`config.mk`:
```
export PLATFORM = sky130hd
export DESIGN_NAME = atan_ratio_div
export DESIGN_NICKNAME = d
export VERILOG_FILES = /design/src/rtl/atan_fixed_pkg.sv /design/src/rtl/atan_div_step.sv /design/src/rtl/atan_ratio_div.sv
export SDC_FILE = /design/constraint.sdc
export NUM_CORES = 1
export LEC_CHECK = 0
export BUFFER_PORTS_ARGS = -buffer_cell sky130_fd_sc_hd__buf_2
export CAP_MARGIN = 20
export CELL_PAD_IN_SITES_DETAIL_PLACEMENT = 1
export CELL_PAD_IN_SITES_GLOBAL_PLACEMENT = 1
export CORE_MARGIN = 1
export CORE_UTILIZATION = 46
export DETAILED_ROUTE_END_ITERATION = 10
export PLACE_DENSITY = 0.79
export SETUP_SLACK_MARGIN = 0.05
export SYNTH_ARGS = -nofsm -noshare
export SYNTH_HDL_FRONTEND = slang
export SYNTH_SLANG_ARGS = --single-unit
```
`constraint.sdc`:
```
create_clock -name clk -period 3.3 [get_ports clk]
set_input_delay 0.495 -clock clk [delete_from_list [all_inputs] [get_ports clk]]
set_output_delay 0.495 -clock clk [all_outputs]
set_load 0.02 [all_outputs]
```
`src/rtl/atan_fixed_pkg.sv`:
```
// Shared fixed-point definitions for the arctangent datapath.
//   ATAN_FRAC    : fractional bits of the Q1.x ratio fed to the polynomial
//   ONE_Q14      : 1.0 in Q1.14
//   atan_state_e : control states of the ratio divider
//   atan_flags_t : octant flag bundle handed to the quadrant-correction stage
package atan_fixed_pkg;

  localparam int ATAN_FRAC = 14;
  localparam logic signed [15:0] ONE_Q14 = 16'sd16384;

  typedef enum logic [1:0] {
    ST_IDLE,
    ST_DIV,
    ST_DONE
  } atan_state_e;

  typedef struct packed {
    logic swap;     // |num| > |den|, ratio is |den|/|num|
    logic num_neg;  // num < 0
    logic den_neg;  // den < 0
    logic zero;     // both inputs zero, ratio forced to 0
  } atan_flags_t;

endpackage

```
`src/rtl/atan_div_step.sv`:
```
// One combinational restoring-division iteration.
//   rem      : partial remainder (DW+1 bits; always < 2*div on entry)
//   div      : divisor magnitude (DW bits)
//   rem_next : remainder after the conditional subtract, shifted left by one
//   qbit     : quotient bit produced by this iteration
module atan_div_step #(
  parameter int DW = 17
) (
  input  logic [DW:0]   rem,
  input  logic [DW-1:0] div,
  output logic [DW:0]   rem_next,
  output logic          qbit
);

  logic [DW-1:0] kept;

  // When the subtract is taken the difference is below div, so the
  // low DW bits hold it exactly and the shift cannot overflow DW+1 bits.
  always_comb begin
    qbit     = (rem >= {1'b0, div});
    kept     = qbit ? (rem[DW-1:0] - div) : rem[DW-1:0];
    rem_next = {kept, 1'b0};
  end

endmodule

```
`src/rtl/atan_ratio_div.sv`:
```
// Argument reduction for the Q1.14 arctangent: ratio = min(|num|,|den|) /
// max(|num|,|den|) via a sequential restoring divider, plus octant flags.
//   clk, rst_n           : clock, asynchronous active-low reset
//   in_valid/in_ready    : input handshake for the (num, den) pair
//   num, den             : signed W-bit samples
//   out_valid/out_ready  : output handshake
//   ratio                : Q1.FRAC quotient in [0, 1.0], zero-extended to 16 bits
//   swap, num_neg, den_neg, zero : octant flags for the result
module atan_ratio_div
  import atan_fixed_pkg::*;
#(
  parameter int W    = 16,
  parameter int FRAC = ATAN_FRAC
) (
  input  logic                clk,
  input  logic                rst_n,
  input  logic                in_valid,
  output logic                in_ready,
  input  logic signed [W-1:0] num,
  input  logic signed [W-1:0] den,
  output logic                out_valid,
  input  logic                out_ready,
  output logic signed [15:0]  ratio,
  output logic                swap,
  output logic                num_neg,
  output logic                den_neg,
  output logic                zero
);

  localparam int QBITS = FRAC + 1;
  localparam int CW    = $clog2(QBITS + 1);
  localparam int MW    = W + 1;

  atan_state_e   state, state_nx;
  logic          armed;
  logic          accept;
  logic [CW-1:0] cnt;
  logic [MW:0]   rem, rem_nx;
  logic [MW-1:0] dvr;
  logic [QBITS-1:0] q;
  logic          qbit;
  logic [15:0]   ratio_r;
  atan_flags_t   flags_r, flags_out;

  logic [MW-1:0] mag_n, mag_d, mag_max, mag_min;
  logic          in_swap;

  always_comb begin
    mag_n   = num[W-1] ? ({1'b0, ~num} + MW'(1)) : {1'b0, num};
    mag_d   = den[W-1] ? ({1'b0, ~den} + MW'(1)) : {1'b0, den};
    in_swap = (mag_n > mag_d);
    mag_max = in_swap ? mag_n : mag_d;
    mag_min = in_swap ? mag_d : mag_n;
  end

  atan_div_step #(.DW(MW)) u_step (
    .rem      (rem),
    .div      (dvr),
    .rem_next (rem_nx),
    .qbit     (qbit)
  );

  // in_ready is held low until the first edge after reset release.
  assign in_ready  = armed && (state == ST_IDLE);
  assign out_valid = (state == ST_DONE);
  assign accept    = in_valid && in_ready;

  always_ff @(posedge clk or negedge rst_n) begin
    if (!rst_n) begin
      state <= ST_IDLE;
      armed <= 1'b0;
    end else begin
      state <= state_nx;
      armed <= 1'b1;
    end
  end

  always_comb begin
    state_nx = state;
    unique case (state)
      ST_IDLE: if (accept) state_nx = ST_DIV;
      ST_DIV:  if (cnt == CW'(QBITS)) state_nx = ST_DONE;
      ST_DONE: if (out_ready) state_nx = ST_IDLE;
      default: state_nx = ST_IDLE;
    endcase
  end

  // DIV spends QBITS cycles producing bits, then one more cycle
  // registering the result so outputs stay frozen throughout DONE.
  always_ff @(posedge clk or negedge rst_n) begin
    if (!rst_n) begin
      cnt       <= '0;
      rem       <= '0;
      dvr       <= '0;
      q         <= '0;
      flags_r   <= '0;
      ratio_r   <= '0;
      flags_out <= '0;
    end else if (accept) begin
      cnt     <= '0;
      rem     <= {1'b0, mag_min};
      dvr     <= mag_max;
      q       <= '0;
      flags_r <= '{swap: in_swap, num_neg: num[W-1], den_neg: den[W-1],
                   zero: (mag_max == '0)};
    end else if (state == ST_DIV) begin
      if (cnt != CW'(QBITS)) begin
        rem <= rem_nx;
        q   <= {q[QBITS-2:0], qbit};
        cnt <= cnt + CW'(1);
      end else begin
        ratio_r   <= flags_r.zero ? '0 : 16'(q);
        flags_out <= flags_r;
      end
    end
  end

  assign ratio   = ratio_r;
  assign swap    = flags_out.swap;
  assign num_neg = flags_out.num_neg;
  assign den_neg = flags_out.den_neg;
  assign zero    = flags_out.zero;

endmodule

```
=== Yosys cells after proc, flatten, opt, wreduce, memory -nomap -nowiden ===
Index checks and enable logic that the tools add are counted.

* Input bits: 36
* Output and inout bits: 22
* Bits in registers: 81

* Bitwise logic cells: 4
* $lt $le $gt $ge: 2
* Reduce and logical (&&, ||, !) cells: 9
* Equality and inequality tests: 7
* $add $sub $neg: 4
* Muxes and demuxes: 19

{| class="wikitable"
|+ Operator list
! cell !! count
|-
| $mux W17 || 5
|-
| $mux W15 || 4
|-
| $mux W18 || 3
|-
| $add A16 B1 Y17 const B || 2
|-
| $not A16 Y16 || 2
|-
| $ge A18 B17 Y1 || 1
|-
| $gt A17 B17 Y1 || 1
|-
| $logic_not A17 Y1 || 1
|-
| $sub A17 B17 Y17 || 1
|-
| $mux W4 || 3
|-
| $mux W2 || 3
|-
| $pmux W2 S3 || 1
|-
| $reduce_and A3 Y1 || 2
|-
| $add A4 B1 Y4 const B || 1
|-
| $eq A4 B4 Y1 const B || 1
|-
| $ne A2 B2 Y1 const B || 2
|-
| $ne A4 B4 Y1 const B || 1
|-
| $reduce_bool A2 Y1 || 2
|-
| $eq A2 B1 Y1 const B || 1
|-
| $eq A2 B2 Y1 const B || 1
|-
| $logic_and A1 B1 Y1 || 2
|-
| $logic_not A2 Y1 || 1
|-
| $ne A2 B1 Y1 const B || 1
|-
| $not A1 Y1 || 2
|-
| $reduce_and A2 Y1 || 1
|}

=== Depth between registers and ports, before layout ===
* Depth in word-level cells: 6
* Mapped depth: 18
* Mapped depth without buffers: 15

=== Modules after synthesis ===
Synthesis repeated with hierarchy kept, for this count alone.

* Cells, all modules: 711
* Area total of the unflattened synthesis: 5819.3 µm²

{| class="wikitable"
|+ By module, submodules not included
! module !! seq. area each (µm²) !! instances !! cells each !! area an instance (µm²)
|-
| atan_ratio_div || 2001.9 || 1 || 536 || 4642.0
|-
| atan_div_step || 0.0 || 1 || 175 || 1177.4
|}

=== Least setup slack after synthesis ===
OpenSTA, ideal clock, no wires.

* Path type: input -> register
* From: in den[6]
* To: reg dvr[0]
* Path buffers: 2
* Library setup time: 82 ps
* Slack: -989 ps
* Stages: 15
* Data arrival time: 4207 ps
* Cells stage by stage: or4_4 or3_2 o31ai_1 xnor2_1 inv_1 ha_1 a21oi_1 o21bai_1 a2111o_1 a2111oi_2 or2_2 clkbuf_8 clkbuf_1 nand2_1 a31oi_1

* Word-level cells in the longest chain between the ends: 5

{| class="wikitable"
|+ RTL lines
! element !! RTL line !! text
|-
| start, declared || atan_ratio_div.sv:20 || <nowiki>input logic signed [W-1:0] den,</nowiki>
|-
| $not A16 Y16 || atan_ratio_div.sv:50 || <nowiki>mag_d = den[W-1] ? ({1'b0, ~den} + MW'(1)) : {1'b0, den};</nowiki>
|-
| $add A16 B1 Y17 || atan_ratio_div.sv:50 ||
|-
| $mux W17 * || atan_ratio_div.sv:50 ||
|-
| $gt A17 B17 Y1 * || atan_ratio_div.sv:51 || <nowiki>in_swap = (mag_n > mag_d);</nowiki>
|-
| $mux W17 * || atan_ratio_div.sv:52 || <nowiki>mag_max = in_swap ? mag_n : mag_d;</nowiki>
|-
| end signal, assigned || atan_ratio_div.sv:102 || <nowiki>dvr <= mag_max;</nowiki>
|-
| end, declared || atan_ratio_div.sv:39 || <nowiki>logic [MW-1:0] dvr;</nowiki>
|}

Every way passes the cells marked *; elsewhere a longest branch is shown, timed or not.
A chain may end at the register's enable or synchronous reset.

=== Final worst setup path ===
* From: in num[10]
* To: reg rem[7]

* Word-level cells in the longest chain between the ends: 6

{| class="wikitable"
|+ RTL lines
! element !! RTL line !! text
|-
| start, declared || atan_ratio_div.sv:19 || <nowiki>input logic signed [W-1:0] num,</nowiki>
|-
| $not A16 Y16 || atan_ratio_div.sv:49 || <nowiki>mag_n = num[W-1] ? ({1'b0, ~num} + MW'(1)) : {1'b0, num};</nowiki>
|-
| $add A16 B1 Y17 || atan_ratio_div.sv:49 ||
|-
| $mux W17 * || atan_ratio_div.sv:49 ||
|-
| $gt A17 B17 Y1 * || atan_ratio_div.sv:51 ||
|-
| $mux W17 * || atan_ratio_div.sv:53 || <nowiki>mag_min = in_swap ? mag_d : mag_n;</nowiki>
|-
| $mux W18 * || atan_ratio_div.sv:99 || <nowiki>end else if (accept) begin</nowiki>
|-
| end signal, assigned || atan_ratio_div.sv:101 || <nowiki>rem <= {1'b0, mag_min};</nowiki>
|-
| end signal, assigned || atan_ratio_div.sv:108 || <nowiki>rem <= rem_nx;</nowiki>
|-
| end, declared || atan_ratio_div.sv:38 || <nowiki>logic [MW:0] rem, rem_nx;</nowiki>
|}

Marks and branches as above.

==> results by group <==
Outcome
  – Outcome: finished, violations left
  – Failing checks: negative setup slack

Synth
  – Complex-gate fraction of the synthesized area: 21.09%
  – Mux contribution to synthesized area: 4.849%
  – Post-Syn Area per Cell: 8.679 sq um
  – Synth Area in Simple Gates: 19.63%
  – #FFs+latches synth: 80
  – Largest family of logic cells by synthesized area: compound AO/OA/AOI/OAI gates
  – Mapped cell area: 5754 sq um
  – Synth unique cells: 66
  – Most instantiated library cell after synthesis: nand2_1
  – Syn Inst Count: 663
  – EDFF count, synth: 0
  – Post-synthesis sequential area ratio: 34.79%
  – List of most frequent post-synthesis cells: 93 x nand2_1, 80 x dfrtp_1, 60 x o21ai_0
  – Synth Area in Adders: 8.393%
  – Synth area leader: dfrtp_1
  – Ys Warns: 0
  – Synth async-reset ratio: 100.0%
  – Share of the synthesized area in the top cell type: 34.79%
  – Xor and xnor area share after synthesis: 5.479%
  – Primary FF master, synth: dfrtp_1
  – Synth top area cells: dfrtp_1 35%, ha_1 8.0%, nand2_1 6.1%

Global route
  – Largest net degree at the start of global routing: 81
  – Global-route wire length before repair: 33950 um
  – Gr usage total: 33.94%
  – Number of global-route vias before repair: 6523
  – Grt met2 use: 60.33%
  – Grt ovf: 0
  – Grt met1 use: 40.60%
  – Most Used Layer, Global Route: met2
  – Initial antenna violation count: 1
  – Met3 Use GR: 4.463%

Routing
  – Vias: 6673
  – Vias/cell: 6.529
  – Routed Antenna Nets: 0
  – Total Wirelength: 27710 um
  – Drc violations: 0
  – Initial DRC Count: 666
  – First-pass DRT Iterations: 5
  – Detail-routed net length per standard cell: 27.12 um

Layout
  – Fin cells: 1022
  – Final nets: 923
  – Final non-filler cell area: 8122 sq um
  – Area delta synth->final: 41.14%
  – Diode count: 0
  – Layout cell share with drive strength beyond 1: 37.00%
  – Filler cells: 1403

Clock network
  – CTS tree: yes
  – Worst-Skew Late Latency: 0.36 ns
  – CTS sink cnt: 80
  – Root buffer cell: clkbuf_16
  – Num CTS Buffers: 9
  – H-tree levels: 3
  – Clock buffer depth: 2
  – Clk slew on worst S/H paths: 0.07 ns

STA
  – Fmax: 241.5 MHz
  – Fin worst setup slack: -0.8408 ns
  – Clk_skew: 0.01587 ns
  – Final Cycle Share: 125.5%
  – Period minus WS final: 4.141 ns
  – Final hold slack: 0.3386 ns
  – RSZ-0062 raised after global routing: yes
  – Total Neg Setup Slack: -25.04 ns
  – Worst Tran Pin Value: 0.8652 ns
  – Slew HR: 42.32%
  – Slew Limit Fails: 0
  – Setup-failing EPs final: 34
  – Final Hold Viols: 0

Place
  – Post-DP HPWL: 14000 um
  – Port-buffer cells: 56
  – Inst Count DP: 975
  – DP Area: 7030 sq um
  – Setup Slack @ Placement: -1.182 ns
  – GP Congestion: 0.8569

Floorplanning
  – Number of I/O pins: 58
  – Core area: 12110 sq um
  – Die Width: 113.8 um
  – Initial Utilization: 47.51%
  – Rows: 40
  – Die Ht: 113.8 um
  – Die Footprint: 12960 sq um

Worst setup path
  – Critical Path Source Type: input port
  – Crit Path Class: in2reg
  – CP Max Fanout: 5
  – Worst setup EP type: flip-flop
  – Crit path required time: 3.50 ns
  – R2r setup slk: -0.30 ns
  – WP data arrival: 4.34 ns

Worst hold path
  – Worst min path class: in2reg

Power and ir drop
  – Pwr dens: 976.7 nW/um^2
  – Pleak: 3.788 nW
  – Max VDD drop: 0.3415 mV

Run
  – Max-cap violations: 0
-- per-layer routing --
| layer | share of wire [%] | vias to the layer above |
|---|---|---|
| li1 | - | 2753 |
| met1 | 37 | 3346 |
| met2 | 49 | 405 |
| met3 | 6.7 | 167 |
| met4 | 6.8 | 2 |
| met5 | 0.047 | - |
-- worst paths after layout --
| kind | depth (start not counted) | from | to |
|---|---|---|---|
| min in group asynchronous | 2 | rst_n | rem[6] |
| setup reg to reg | 12 | rem[0] | rem[2] |
| setup / recovery | 15 | num[10] | rem[7] |
| max in group asynchronous | 3 | rst_n | num_neg |
| hold / removal | 2 | out_ready | state[1] |
| hold reg to reg | 2 | ratio[9] | ratio[9] |
-- power by group --
part,internal [mW],switching (mW)
Clock,0.540,0.493
Combinational,2.13,3.00
Sequential,1.40,0.373
-- logic make-up after synthesis --
group,Yosys count
mux,27
buf+inv,75
xor+xnor,36
compound gates,178
other cells,2
fa+ha+maj,38
flops,80
simple gates,227
-- sequential cells by signal, indices dropped and copies added (netlist names), 2 cells and up --
register and count:
cnt 4, q 15, flags_r 4, ratio 15, rem 18, dvr 17, state 2
-- repair_timing --
item / CTS / global route
gates resized for setup: 38 / 93
pin swaps: 21 / 23
gates cloned: 0 / 1
hold buffers: 0 / 1
buffers inserted: 13 / 16
endpoints found under the hold margin: 0 / 8
setup endpoints to repair: 34 / 36
-- cell type report --
cell class / instances / area (sq um) / area share, %
multi-input cells: 510 / 3933 / 48.42
flip-flops and latches: 80 / 2002 / 24.65
repair buffers: 206 / 1530 / 18.84
clock buffers: 10 / 239.0 / 2.943
well taps: 168 / 210.2 / 2.588
inverters: 42 / 157.7 / 1.941
clock inverters: 6 / 50.05 / 0.6162
-- worst max-delay path, stage by stage --
cell and delay [ns]:
buf_2 0.11, or4_1 0.61, nor3_1 0.30, a21boi_0 0.18, xor2_1 0.43, ha_4 0.30
a21oi_1 0.20, nor2_1 0.08, a2111o_1 0.40, a2111oi_4 0.43, buf_4 0.20, buf_6 0.12
nor3_1 0.06, a21oi_1 0.25, o221ai_1 0.18
-- per-stage QoR --
stage	utilization, %	power, mW
3_5_place_dp	58.05	5.803
2_1_floorplan	-	4.431
6_report	67.06	7.932
4_1_cts	62.77	6.980
3_3_place_gp	58.05	5.544
5_1_grt	67.06	8.212
-- cell usage in the layout (no fill, tap or decap), types with 22 or more instances in the layout --
cell type	count
ha_1	31
o21ai_1	23
o21ai_0	23
nand2_1	89
buf_4	136
nor2_1	33
xnor2_1	22
buf_2	54
dfrtp_1	80
inv_1	39
No activity file was read; power rests on OpenSTA's default activity.
